`config.mk`:
```
export PLATFORM = sky130hd
export DESIGN_NAME = chnnl_trig_unit
export DESIGN_NICKNAME = d
export VERILOG_FILES = /design/src/rtl/chnnl_trig_unit.sv
export SDC_FILE = /design/constraint.sdc
export NUM_CORES = 1
export LEC_CHECK = 0
export ABC_AREA = 1
export ABC_CLOCK_PERIOD_IN_PS = 2800
export CAP_MARGIN = 15
export CORE_ASPECT_RATIO = 0.6
export CORE_UTILIZATION = 47
export DETAILED_ROUTE_END_ITERATION = 8
export GPL_ROUTABILITY_DRIVEN = 0
export HOLD_SLACK_MARGIN = 0.06
export PLACE_DENSITY = 0.8
export SLEW_MARGIN = 20
export SYNTH_ARGS = -nofsm -noshare
export SYNTH_HDL_FRONTEND = slang
export SYNTH_SLANG_ARGS = --single-unit
```
`constraint.sdc`:
```
create_clock -name clk -period 2.8 [get_ports clk]
set_clock_uncertainty 0.2 [all_clocks]
set_input_delay 0.56 -clock clk [delete_from_list [all_inputs] [get_ports clk]]
set_output_delay 0.56 -clock clk [all_outputs]
set_load 0.005 [all_outputs]
```
`src/rtl/chnnl_trig_unit.sv`:
```
// ---------------------------------------------------------------------------
// chnnl_trig_unit
// Channel trigger stage for the logic analyser digital path. Checks each
// channel against its trigger config, qualifies the result with prot_trig and
// armed, runs the trigger state machine and counts post-trigger samples.
//
// Build option:
//   CHTRIG_SYNC_EN  when defined, chL/chH pass through a 2-flop synchronizer.
//                   When undefined, chL/chH are used as clk-synchronous inputs.
// ---------------------------------------------------------------------------
module chnnl_trig_unit #(
    parameter int unsigned NUM_CH = 5,
    parameter int unsigned CFG_W  = 5,
    parameter int unsigned POS_W  = 9
) (
    input  logic                      clk,
    input  logic                      rst_n,
    input  logic [NUM_CH-1:0]         chL,
    input  logic [NUM_CH-1:0]         chH,
    input  logic [NUM_CH*CFG_W-1:0]   ch_cfg,
    input  logic                      prot_trig,
    input  logic                      armed,
    input  logic                      smpl_en,
    input  logic [POS_W-1:0]          trig_pos,
    input  logic                      clr_cap_done,
    output logic [NUM_CH-1:0]         ch_trig,
    output logic                      triggered,
    output logic                      capture_done,
    output logic [POS_W-1:0]          post_cnt
);

    localparam int unsigned CNT_XW = POS_W + 1;

    typedef enum logic [1:0] {
        ST_IDLE  = 2'd0,
        ST_ARMED = 2'd1,
        ST_TRIGD = 2'd2,
        ST_DONE  = 2'd3
    } state_t;

    // -----------------------------------------------------------------------
    // Input conditioning
    // -----------------------------------------------------------------------
    logic [NUM_CH-1:0] l_s;
    logic [NUM_CH-1:0] h_s;

`ifdef CHTRIG_SYNC_EN
    logic [NUM_CH-1:0] l_meta_q, l_meta_d;
    logic [NUM_CH-1:0] h_meta_q, h_meta_d;
    logic [NUM_CH-1:0] l_sync_q, l_sync_d;
    logic [NUM_CH-1:0] h_sync_q, h_sync_d;

    // Two-stage synchronizer next values
    always_comb begin
        l_meta_d = chL;
        h_meta_d = chH;
        l_sync_d = l_meta_q;
        h_sync_d = h_meta_q;
    end

    // Synchronizer flops
    always_ff @(posedge clk or negedge rst_n) begin
        if (!rst_n) begin
            l_meta_q <= '0;
            h_meta_q <= '0;
            l_sync_q <= '0;
            h_sync_q <= '0;
        end else begin
            l_meta_q <= l_meta_d;
            h_meta_q <= h_meta_d;
            l_sync_q <= l_sync_d;
            h_sync_q <= h_sync_d;
        end
    end

    assign l_s = l_sync_q;
    assign h_s = h_sync_q;
`else
    assign l_s = chL;
    assign h_s = chH;
`endif

    // -----------------------------------------------------------------------
    // Edge detection and sticky edge flags
    // -----------------------------------------------------------------------
    logic [NUM_CH-1:0] l_prev_q, l_prev_d;
    logic [NUM_CH-1:0] h_prev_q, h_prev_d;
    logic [NUM_CH-1:0] neg_flag_q, neg_flag_d;
    logic [NUM_CH-1:0] pos_flag_q, pos_flag_d;
    logic [NUM_CH-1:0] l_fall_c;
    logic [NUM_CH-1:0] h_rise_c;

    // Edge flags are sticky while armed; a new edge beats the disarm clear
    always_comb begin
        l_prev_d   = l_s;
        h_prev_d   = h_s;
        l_fall_c   = l_prev_q & ~l_s;
        h_rise_c   = ~h_prev_q & h_s;
        neg_flag_d = l_fall_c | (neg_flag_q & {NUM_CH{armed}});
        pos_flag_d = h_rise_c | (pos_flag_q & {NUM_CH{armed}});
    end

    // Previous-value and flag registers
    always_ff @(posedge clk or negedge rst_n) begin
        if (!rst_n) begin
            l_prev_q   <= '0;
            h_prev_q   <= '0;
            neg_flag_q <= '0;
            pos_flag_q <= '0;
        end else begin
            l_prev_q   <= l_prev_d;
            h_prev_q   <= h_prev_d;
            neg_flag_q <= neg_flag_d;
            pos_flag_q <= pos_flag_d;
        end
    end

    // -----------------------------------------------------------------------
    // Per-channel trigger condition
    // -----------------------------------------------------------------------
    logic [NUM_CH-1:0] ch_trig_q, ch_trig_d;

    // Any enabled condition bit satisfies the channel; an all-zero cfg blocks it
    always_comb begin
        ch_trig_d = '0;
        for (int unsigned i = 0; i < NUM_CH; i++) begin
            ch_trig_d[i] = |(ch_cfg[i*CFG_W +: CFG_W] &
                             CFG_W'({pos_flag_q[i], neg_flag_q[i], h_s[i], ~l_s[i], 1'b1}));
        end
    end

    // Channel trigger register
    always_ff @(posedge clk or negedge rst_n) begin
        if (!rst_n) begin
            ch_trig_q <= '0;
        end else begin
            ch_trig_q <= ch_trig_d;
        end
    end

    // -----------------------------------------------------------------------
    // Trigger state machine and post-trigger counter
    // -----------------------------------------------------------------------
    state_t            state_q, state_d;
    logic              triggered_q, triggered_d;
    logic              capture_done_q, capture_done_d;
    logic [POS_W-1:0]  post_cnt_q, post_cnt_d;
    logic              trig_set_c;
    logic              last_smpl_c;
    logic              below_pos_c;

    assign trig_set_c  = (&ch_trig_q) & prot_trig & armed;
    // This sample brings the count up to trig_pos (>= keeps it from running on)
    assign last_smpl_c = (CNT_XW'(post_cnt_q) + CNT_XW'(1)) >= CNT_XW'(trig_pos);
    assign below_pos_c = post_cnt_q < trig_pos;

    // Next state, trigger flags and saturating post-trigger count
    always_comb begin
        state_d        = state_q;
        triggered_d    = triggered_q;
        capture_done_d = capture_done_q;
        post_cnt_d     = post_cnt_q;

        case (state_q)
            ST_IDLE: begin
                if (clr_cap_done) begin
                    post_cnt_d = '0;
                end
                if (armed) begin
                    state_d = ST_ARMED;
                end
            end

            ST_ARMED: begin
                if (clr_cap_done) begin
                    post_cnt_d = '0;
                    if (!armed) begin
                        state_d = ST_IDLE;
                    end
                end else if (trig_set_c) begin
                    state_d     = ST_TRIGD;
                    triggered_d = 1'b1;
                end else if (!armed) begin
                    state_d = ST_IDLE;
                end
            end

            ST_TRIGD: begin
                if (clr_cap_done) begin
                    state_d        = ST_IDLE;
                    triggered_d    = 1'b0;
                    capture_done_d = 1'b0;
                    post_cnt_d     = '0;
                end else if (trig_pos == '0) begin
                    state_d        = ST_DONE;
                    capture_done_d = 1'b1;
                end else if (smpl_en) begin
                    if (below_pos_c) begin
                        post_cnt_d = POS_W'(post_cnt_q + POS_W'(1));
                    end
                    if (last_smpl_c) begin
                        state_d        = ST_DONE;
                        capture_done_d = 1'b1;
                    end
                end
            end

            ST_DONE: begin
                if (clr_cap_done) begin
                    state_d        = ST_IDLE;
                    triggered_d    = 1'b0;
                    capture_done_d = 1'b0;
                    post_cnt_d     = '0;
                end
            end

            default: begin
                state_d = ST_IDLE;
            end
        endcase
    end

    // State and output registers
    always_ff @(posedge clk or negedge rst_n) begin
        if (!rst_n) begin
            state_q        <= ST_IDLE;
            triggered_q    <= 1'b0;
            capture_done_q <= 1'b0;
            post_cnt_q     <= '0;
        end else begin
            state_q        <= state_d;
            triggered_q    <= triggered_d;
            capture_done_q <= capture_done_d;
            post_cnt_q     <= post_cnt_d;
        end
    end

    assign ch_trig      = ch_trig_q;
    assign triggered    = triggered_q;
    assign capture_done = capture_done_q;
    assign post_cnt     = post_cnt_q;

endmodule
```
==> out/qor.yml, run 1 <==
run_status: "finished, final reports clean"
portBuffers: 65
clockRootBuffer: "sky130_fd_sc_hd__clkbuf_8"
crit_path_frequent_cell: "sky130_fd_sc_hd__nand2_1"
post_route_cells_drive_above_1_share: 0.0888
ys_ff_latch: 38
die_outline_height_um: 55.0
relSlewSlack: 0.478
hpwlAfterDp_um: 4220
hold_buffers: 0
clk_pin_slew_worst_paths_ns: 0.07
cp_max_fo: 5
io-pin-count: 66
design.final.nets: 406
ctsHtreeMaxLevel: 2
worstRegToRegCells: 20
cp_num_buf_inv: 2
maxClockFrequency_ghz: 0.402
synth_cell_type_count: 29
power_switching_uw: 340
report.final.slew_viol_count: 0
synthToLayoutAreaGrowth_pct: 38.8
antenna_violating_nets_post_route: 0
cp_data_arrival_time_ns: 2.47
regToRegStartpoint: "post_cnt[0]$_DFFE_PN0P_"
cts_inserted_buffers: 5
tritoncts_num_sinks: 38
power.total_mw: 1.28
die_x_um: 90.3
cp-endpoint: "capture_done$_DFFE_PN0P_"
final-setup-viol-count: 0
req_time_crit_path_ns: 2.78
intPower_uw: 939
worst_path_max_delay_cell: "sky130_fd_sc_hd__dfrtp_2"
timing_hold_violations_final: 0
part_of_the_total_power_dissipated_in_sequential_elements: 0.500
comb_power_share: 0.203
timing.critical_path.cells: "ha_1, nand2_1, nor2_4, inv_1, nand2_1, inv_1, ha_1, nand2_1, nor2_1, nand2_1, nand2_1, nand2_1, nand2_1, nand2_1, nand2_1, nand2_1, nand2_2, nand2_1, nand2_1, nand2_1"
cts_tree: "done"
routed_wire_length_per_instance_um: 13.3
syn_inst: 261
power.share.clock: 0.297
worstSetupStartpointType: "flip-flop"
worst_path_largest_cell_delay_ns: 0.39
fin_crit_sh: 0.889
grt_first_pass_wirelength_um: 8560
antenna_cells_inserted: 0
synth_seq_area_share: 0.432
mostFrequentLayoutCells: "sky130_fd_sc_hd__nand2_1 (72), sky130_fd_sc_hd__clkdlybuf4s50_1 (64), sky130_fd_sc_hd__inv_1 (37), sky130_fd_sc_hd__dfrtp_1 (37), sky130_fd_sc_hd__ha_1 (19)"
drt-initial-drc-count: 82
detailedRoute.firstPassIterationCount: 4
deepest_clock_path_buffer_count: 2
initial_cell_density_of_the_core: 0.512
pwr_density_cell_nw_per_um2: 419
die_area_um2: 4970
rsz_0062_raised_after_global_routing: "no"
globalRoute.totalOverflow: 0
core_um2: 4300
grt_antenna_before_repair: 0
clkLatencyLatePin_ns: 0.29
switching_share_of_power: 0.266
start_point_of_the_critical_path: "post_cnt[0]$_DFFE_PN0P_"
synth.avg_cell_area_um2: 8.43
critical_path_depth: 20
vias: 2009
worst_setup_path_category: "flip-flop to flip-flop"
static-leakage-power_nw: 1.52
timing.max_cap.violations: 0
drc_errors: 0
worst_ir_drop_vdd_v: 0.000328
worst_hold_path_type: "input port to async pin"
synth-warning-count: 0
grt_pass1_vias: 1805
global_route.usage.total: 0.229
synthesized_net_count: 330
cp_top_family: "simple AND/OR/NAND/NOR gates"
syn_std_cell_area_um2: 2200
crit-reg2reg-capture: "capture_done$_DFFE_PN0P_"
core.rowCount: 18
layout_commonest_cell: "sky130_fd_sc_hd__nand2_1"
worst_pin_slew_ns: 0.782
routed_wl_um: 5300
fin_crit_ns: 2.49
grt_start_max_net_pins: 39
whs_ns: 0.150
avgViaCountPerCell: 5.05
worst-r2r-setup-slack_ns: 0.31
setup_total_negative_slack_ns: 0
worstSetupEndpointType: "flip-flop"
-- kinds of logic (layout without fill, tap and decap cells) --
family	Yosys count	count (layout)	synth area share
buffers and inverters	42	119	0.0728
adder cells (fa/ha/maj)	19	19	0.108
AND/OR/NAND/NOR	123	123	0.263
flip-flops	38	38	0.432
AO/OA/AOI/OAI	34	34	0.104
XOR/XNOR	5	5	0.0199
-- worst min path at each step --
stage                                startpoint                        to  slack, ns  cells after the start
after floorplan                           rst_n  capture_done$_DFFE_PN0P_       0.06                      0
after global placement    h_prev_q[0]$_DFF_PN0_   pos_flag_q[0]$_DFF_PN0_       0.21                      1
after detailed placement  h_prev_q[2]$_DFF_PN0_   pos_flag_q[2]$_DFF_PN0_       0.22                      1
after global routing                      rst_n   neg_flag_q[3]$_DFF_PN0_       0.22                      1
after CTS                                 rst_n   neg_flag_q[3]$_DFF_PN0_       0.18                      1
final                                     rst_n   neg_flag_q[3]$_DFF_PN0_       0.15                      1
-- power groups by stage --
| stage | Combinational, mW | Clock [mW] | Sequential [mW] |
|---|---|---|---|
| 2_1_floorplan | 0.105 | 0 | 0.644 |
| 3_3_place_gp | 0.250 | 0 | 0.647 |
| 3_5_place_dp | 0.258 | 0 | 0.650 |
| 4_1_cts | 0.259 | 0.388 | 0.641 |
| 5_1_grt | 0.289 | 0.415 | 0.646 |
| 6_report | 0.259 | 0.380 | 0.640 |
-- metal layers --
layer  routed length, um  up-vias  global-route usage
met3                 397        7              0.0505
met1                2640      902               0.336
met4                  44        0              0.0618
met2                2220       83               0.344
li1                    -     1017                   -
met5                   0        -                   0
-- flip-flops by register name, indices dropped and copies added, names as in the netlist --
register and flops:
capture_done 1, ch_trig 5, h_prev_q 5, l_prev_q 5, neg_flag_q 5, pos_flag_q 5, post_cnt 9, state_q 2
triggered 1
-- per-stage QoR --
step                      cells   util  setup WS, ns  instance area, um2
after detailed placement    387  0.682        0.0740                2930
after floorplan             261      -         0.535                2200
final                       398  0.710         0.311                3060
after CTS                   395  0.703        0.0859                3020
after global placement      387  0.682         0.165                2930
after global routing        398  0.710       0.00448                3060
-- synthesized netlist by cell type, drive strengths merged --
master / count / area share
a22oi: 5 / 0.017
inv: 41 / 0.071
nand3: 16 / 0.047
o21bai: 2 / 0.0068
o31ai: 1 / 0.0034
clkbuf: 1 / 0.0017
nor2: 17 / 0.043
a22o: 5 / 0.020
o21ai: 7 / 0.021
xor2: 5 / 0.020
dfrtp: 38 / 0.43
a21oi: 11 / 0.025
o211ai: 1 / 0.0034
nand2: 73 / 0.13
nand4: 12 / 0.034
nor3: 5 / 0.014
o21a: 1 / 0.0034
ha: 19 / 0.11
o221ai: 1 / 0.0040
-- cell type report --
cell class	count	area [um2]
inverters	41	156
fillers	341	1250
multi-input cells	181	1100
clock buffers	7	86.3
well taps	60	75.1
clock inverters	1	5.00
repair buffers	70	683
flip-flops and latches	38	952
-- timing repair --
item	CTS	global route
resized for setup	0	3
buffers inserted	0	3
endpoints found under the setup margin	0	3
(Power assumes the default switching activity.)
==> run 2, diff against run 1 <==
--- a/config.mk
+++ b/config.mk
@@ -11,10 +11,9 @@
 export CORE_ASPECT_RATIO = 0.6
 export CORE_UTILIZATION = 47
 export DETAILED_ROUTE_END_ITERATION = 8
-export GPL_ROUTABILITY_DRIVEN = 0
+export GPL_ROUTABILITY_DRIVEN = 1
 export HOLD_SLACK_MARGIN = 0.06
 export PLACE_DENSITY = 0.8
-export SLEW_MARGIN = 20
 export SYNTH_ARGS = -nofsm -noshare
 export SYNTH_HDL_FRONTEND = slang
 export SYNTH_SLANG_ARGS = --single-unit
==> results of run 2 <==
The final DEF is identical to that of run 1; final timing and power are the same.
==> run 3, diff against run 2 <==
--- a/config.mk
+++ b/config.mk
@@ -6,14 +6,15 @@
 export NUM_CORES = 1
 export LEC_CHECK = 0
 export ABC_AREA = 1
-export ABC_CLOCK_PERIOD_IN_PS = 2800
+export ABC_CLOCK_PERIOD_IN_PS = 3110
 export CAP_MARGIN = 15
 export CORE_ASPECT_RATIO = 0.6
-export CORE_UTILIZATION = 47
+export CORE_UTILIZATION = 51
 export DETAILED_ROUTE_END_ITERATION = 8
 export GPL_ROUTABILITY_DRIVEN = 1
 export HOLD_SLACK_MARGIN = 0.06
-export PLACE_DENSITY = 0.8
+export PLACE_DENSITY = 0.86
+export SLEW_MARGIN = 25
 export SYNTH_ARGS = -nofsm -noshare
 export SYNTH_HDL_FRONTEND = slang
 export SYNTH_SLANG_ARGS = --single-unit
==> constraint.sdc (replaced) <==
create_clock -name clk -period 3.11 [get_ports clk]
set_clock_uncertainty 0.2 [all_clocks]
set_input_delay 0.622 -clock clk [delete_from_list [all_inputs] [get_ports clk]]
set_output_delay 0.622 -clock clk [all_outputs]
set_load 0.005 [all_outputs]
==> run 3 against run 2 <==
  * The flow now finishes with violations (design-rule violations)
  * Register-to-register slack improved by 0.02 ns
  * First-iteration DRC count grew to 2.9 times the previous value
  * Global-route usage is 2.0 points higher
  * Clock-buffer cell count did not move
  * Worst setup slack better by 0.022 ns
  * Via count rose by 0.55%
  * Wire length is 1.7% lower
  * Critical path type unchanged
==> out/qor.yml, run 3 (synthesized netlist as in run 1, its figures left out) <==
clockRootBuffer: "sky130_fd_sc_hd__clkbuf_8"
routed_wire_length_per_instance_um: 13.3  # -0.41%
cts_resized: 0  # unchanged
antenna_cells_inserted: 0  # unchanged
placement.setup.worst_slack_ns: 0.311  # +0.237 ns
start_point_of_the_critical_path: "post_cnt[0]$_DFFE_PN0P_"
hold_buffers: 0  # unchanged
die_area_um2: 4590  # -7.6%
core.rowCount: 18  # unchanged
postPlaceCellArea_um2: 2920  # -0.51%
setup_slack_ns: 0.333  # +0.0224 ns
die_x_um: 86.8  # -3.9%
power_switching_uw: 308  # -9.3%
grt_first_pass_wirelength_um: 8390  # -1.9%
grt_antenna_before_repair: 0  # unchanged
comb_power_share: 0.189  # -0.014
ctsHtreeMaxLevel: 2  # unchanged
timing.critical_path.cells: "ha_1, nand2_1, nor2_1, inv_1, nand2_1, inv_1, ha_1, nand2_1, inv_1, a21oi_1, nand2_1, nand2_1, nand2_1, nand2_1, nand2_1, nand2_1, nand2_2, nand2_1, nand2_1"
final-setup-viol-count: 0  # unchanged
crit_path_frequent_cell: "sky130_fd_sc_hd__nand2_1"
routed_wl_um: 5220  # -1.7%
detailedRoute.firstPassIterationCount: 6  # +2
core_um2: 4120  # -4.2%
report.final.slew_viol_count: 0  # unchanged
hpwlAfterDp_um: 4100  # -2.9%
avgViaCountPerCell: 5.14  # +1.8%
power.total_mw: 1.21  # -5.2%
worstSetupEndpointType: "flip-flop"
worstRegToRegCells: 19  # -5.0%
design.final.nets: 401  # -1.2%
global_route.usage.total: 0.249  # +0.0203
tritoncts_num_sinks: 38  # unchanged
pwr_density_cell_nw_per_um2: 401  # -4.2%
deepest_clock_path_buffer_count: 2  # unchanged
drc_errors: 1  # +1
power.share.clock: 0.334  # +0.037
rsz_0062_raised_after_global_routing: "no"
grt_pass1_vias: 1773  # -1.8%
regToRegStartpoint: "post_cnt[0]$_DFFE_PN0P_"
mostFrequentLayoutCells: "sky130_fd_sc_hd__nand2_1 (72), sky130_fd_sc_hd__clkdlybuf4s50_1 (64), sky130_fd_sc_hd__dfrtp_1 (38), sky130_fd_sc_hd__inv_1 (37), sky130_fd_sc_hd__ha_1 (19)"
worst_path_largest_cell_delay_ns: 0.47  # +0.08 ns
fin_crit_ns: 2.78  # +0.288 ns
io-pin-count: 66  # unchanged
vias: 2020  # +0.55%
post_route_cells_drive_above_1_share: 0.0661  # -0.0227
layout.cells.non_filler: 393  # -1.3%
req_time_crit_path_ns: 3.08  # +0.30 ns
maxClockFrequency_ghz: 0.360  # -10%
setup_total_negative_slack_ns: 0  # unchanged
timing_hold_violations_final: 0  # unchanged
drt-initial-drc-count: 235  # +190%
worstSetupStartpointType: "flip-flop"
fin_area_um2: 3020  # -1.0%
initial_cell_density_of_the_core: 0.534  # +0.0224
place.gp.congestion: 0.814
timing.max_cap.violations: 0  # unchanged
grt_start_max_net_pins: 39  # unchanged
cts_tree: "done"
synthToLayoutAreaGrowth_pct: 37.4
largest_register_ffs: 9  # unchanged
placed_cells_incl_taps: 385  # -0.52%
cp_max_fo: 7  # +2
antenna_violating_nets_post_route: 0  # unchanged
post-cts-setup-buffers: 0  # unchanged
clkLatencyLatePin_ns: 0.28  # about the same
switching_share_of_power: 0.254  # -0.0115
portBuffers: 65  # unchanged
relSlewSlack: 0.472  # -0.00674
static-leakage-power_nw: 1.50  # -1.4%
worst_hold_path_type: "input port to async pin"
worst_pin_slew_ns: 0.792  # +0.0101 ns
part_of_the_total_power_dissipated_in_sequential_elements: 0.477  # -0.023
fin_crit_sh: 0.893  # +0.00387
cts_inserted_buffers: 5  # unchanged
intPower_uw: 904  # -3.7%
layout_commonest_cell: "sky130_fd_sc_hd__nand2_1"
globalRoute.totalOverflow: 0  # unchanged
run_status: "complete, but fails checks"
failing_checks: "design-rule violations"
worst_ir_drop_vdd_v: 0.000238  # -27%
worst_path_max_delay_cell: "sky130_fd_sc_hd__dfrtp_1"
worst_setup_path_category: "flip-flop to flip-flop"
die_outline_height_um: 52.9  # -3.9%
cp_data_arrival_time_ns: 2.75  # +0.28 ns
clk_pin_slew_worst_paths_ns: 0.07  # about the same
-- run 3: changes by cell type in the layout (fill, tap and decap cells not counted) --
cell / change
sky130_fd_sc_hd__buf_4: -5
sky130_fd_sc_hd__clkinv_2: -1
sky130_fd_sc_hd__dfrtp_1: +1
sky130_fd_sc_hd__dfrtp_2: -1
sky130_fd_sc_hd__nor2_1: +1
sky130_fd_sc_hd__bufinv_16: +1
sky130_fd_sc_hd__nor2_4: -1
sky130_fd_sc_hd__clkbuf_8: -1
sky130_fd_sc_hd__clkbuf_1: +1
-- run 3: layout make-up --
type | count | area, um2
clock buffers | 7 | 76.3
fillers | 298 | 1100
repair buffers | 65 | 646
clock inverters | 1 | 30.0
multi-input cells | 181 | 1090
inverters | 41 | 156
flip-flops and latches | 38 | 951
well taps | 60 | 75.1
-- run 3: stage by stage --
step,hold slack (ns),utilization
detailed placement,0.226,0.708
global route,0.256,0.734
finish,0.215,0.734
CTS,0.226,0.734
floorplan,0.126,-
global placement,0.214,0.708
-- run 3: path summary, 6_finish.rpt --
kind                                             to  slack [ns]
setup / recovery           capture_done$_DFFE_PN0P_        0.33
hold / removal                 ch_trig[3]$_DFF_PN0_        0.22
setup reg to reg           capture_done$_DFFE_PN0P_        0.33
hold reg to reg             pos_flag_q[1]$_DFF_PN0_        0.22
max in group asynchronous     l_prev_q[1]$_DFF_PN0_        1.99
min in group clk            pos_flag_q[1]$_DFF_PN0_        0.22
-- run 3: power groups by stage --
stage	clock [mW]	sequential [mW]	combinational, mW
global placement	0	0.584	0.222
CTS	0.412	0.578	0.230
global route	0.431	0.584	0.253
detailed placement	0	0.587	0.229
finish	0.405	0.579	0.229
floorplan	0	0.580	0.0949
-- run 3: critical path, delay by kind of cell, from the launching register on --
kind,cells,cell delay (ns)
buf+inv,3,0.17
fa+ha+maj,2,0.47
flops,1,0.47
compound gates,1,0.13
simple gates,13,1.23
-- run 3: per-layer routing --
layer | track usage | vias up | wire length (um) | part of all wire
met5 | 0 | - | 0 | 0
met4 | 0.0611 | 0 | 38 | 0.0073
met3 | 0.0546 | 6 | 387 | 0.074
met2 | 0.358 | 85 | 2240 | 0.43
met1 | 0.377 | 924 | 2560 | 0.49
li1 | - | 1005 | - | -
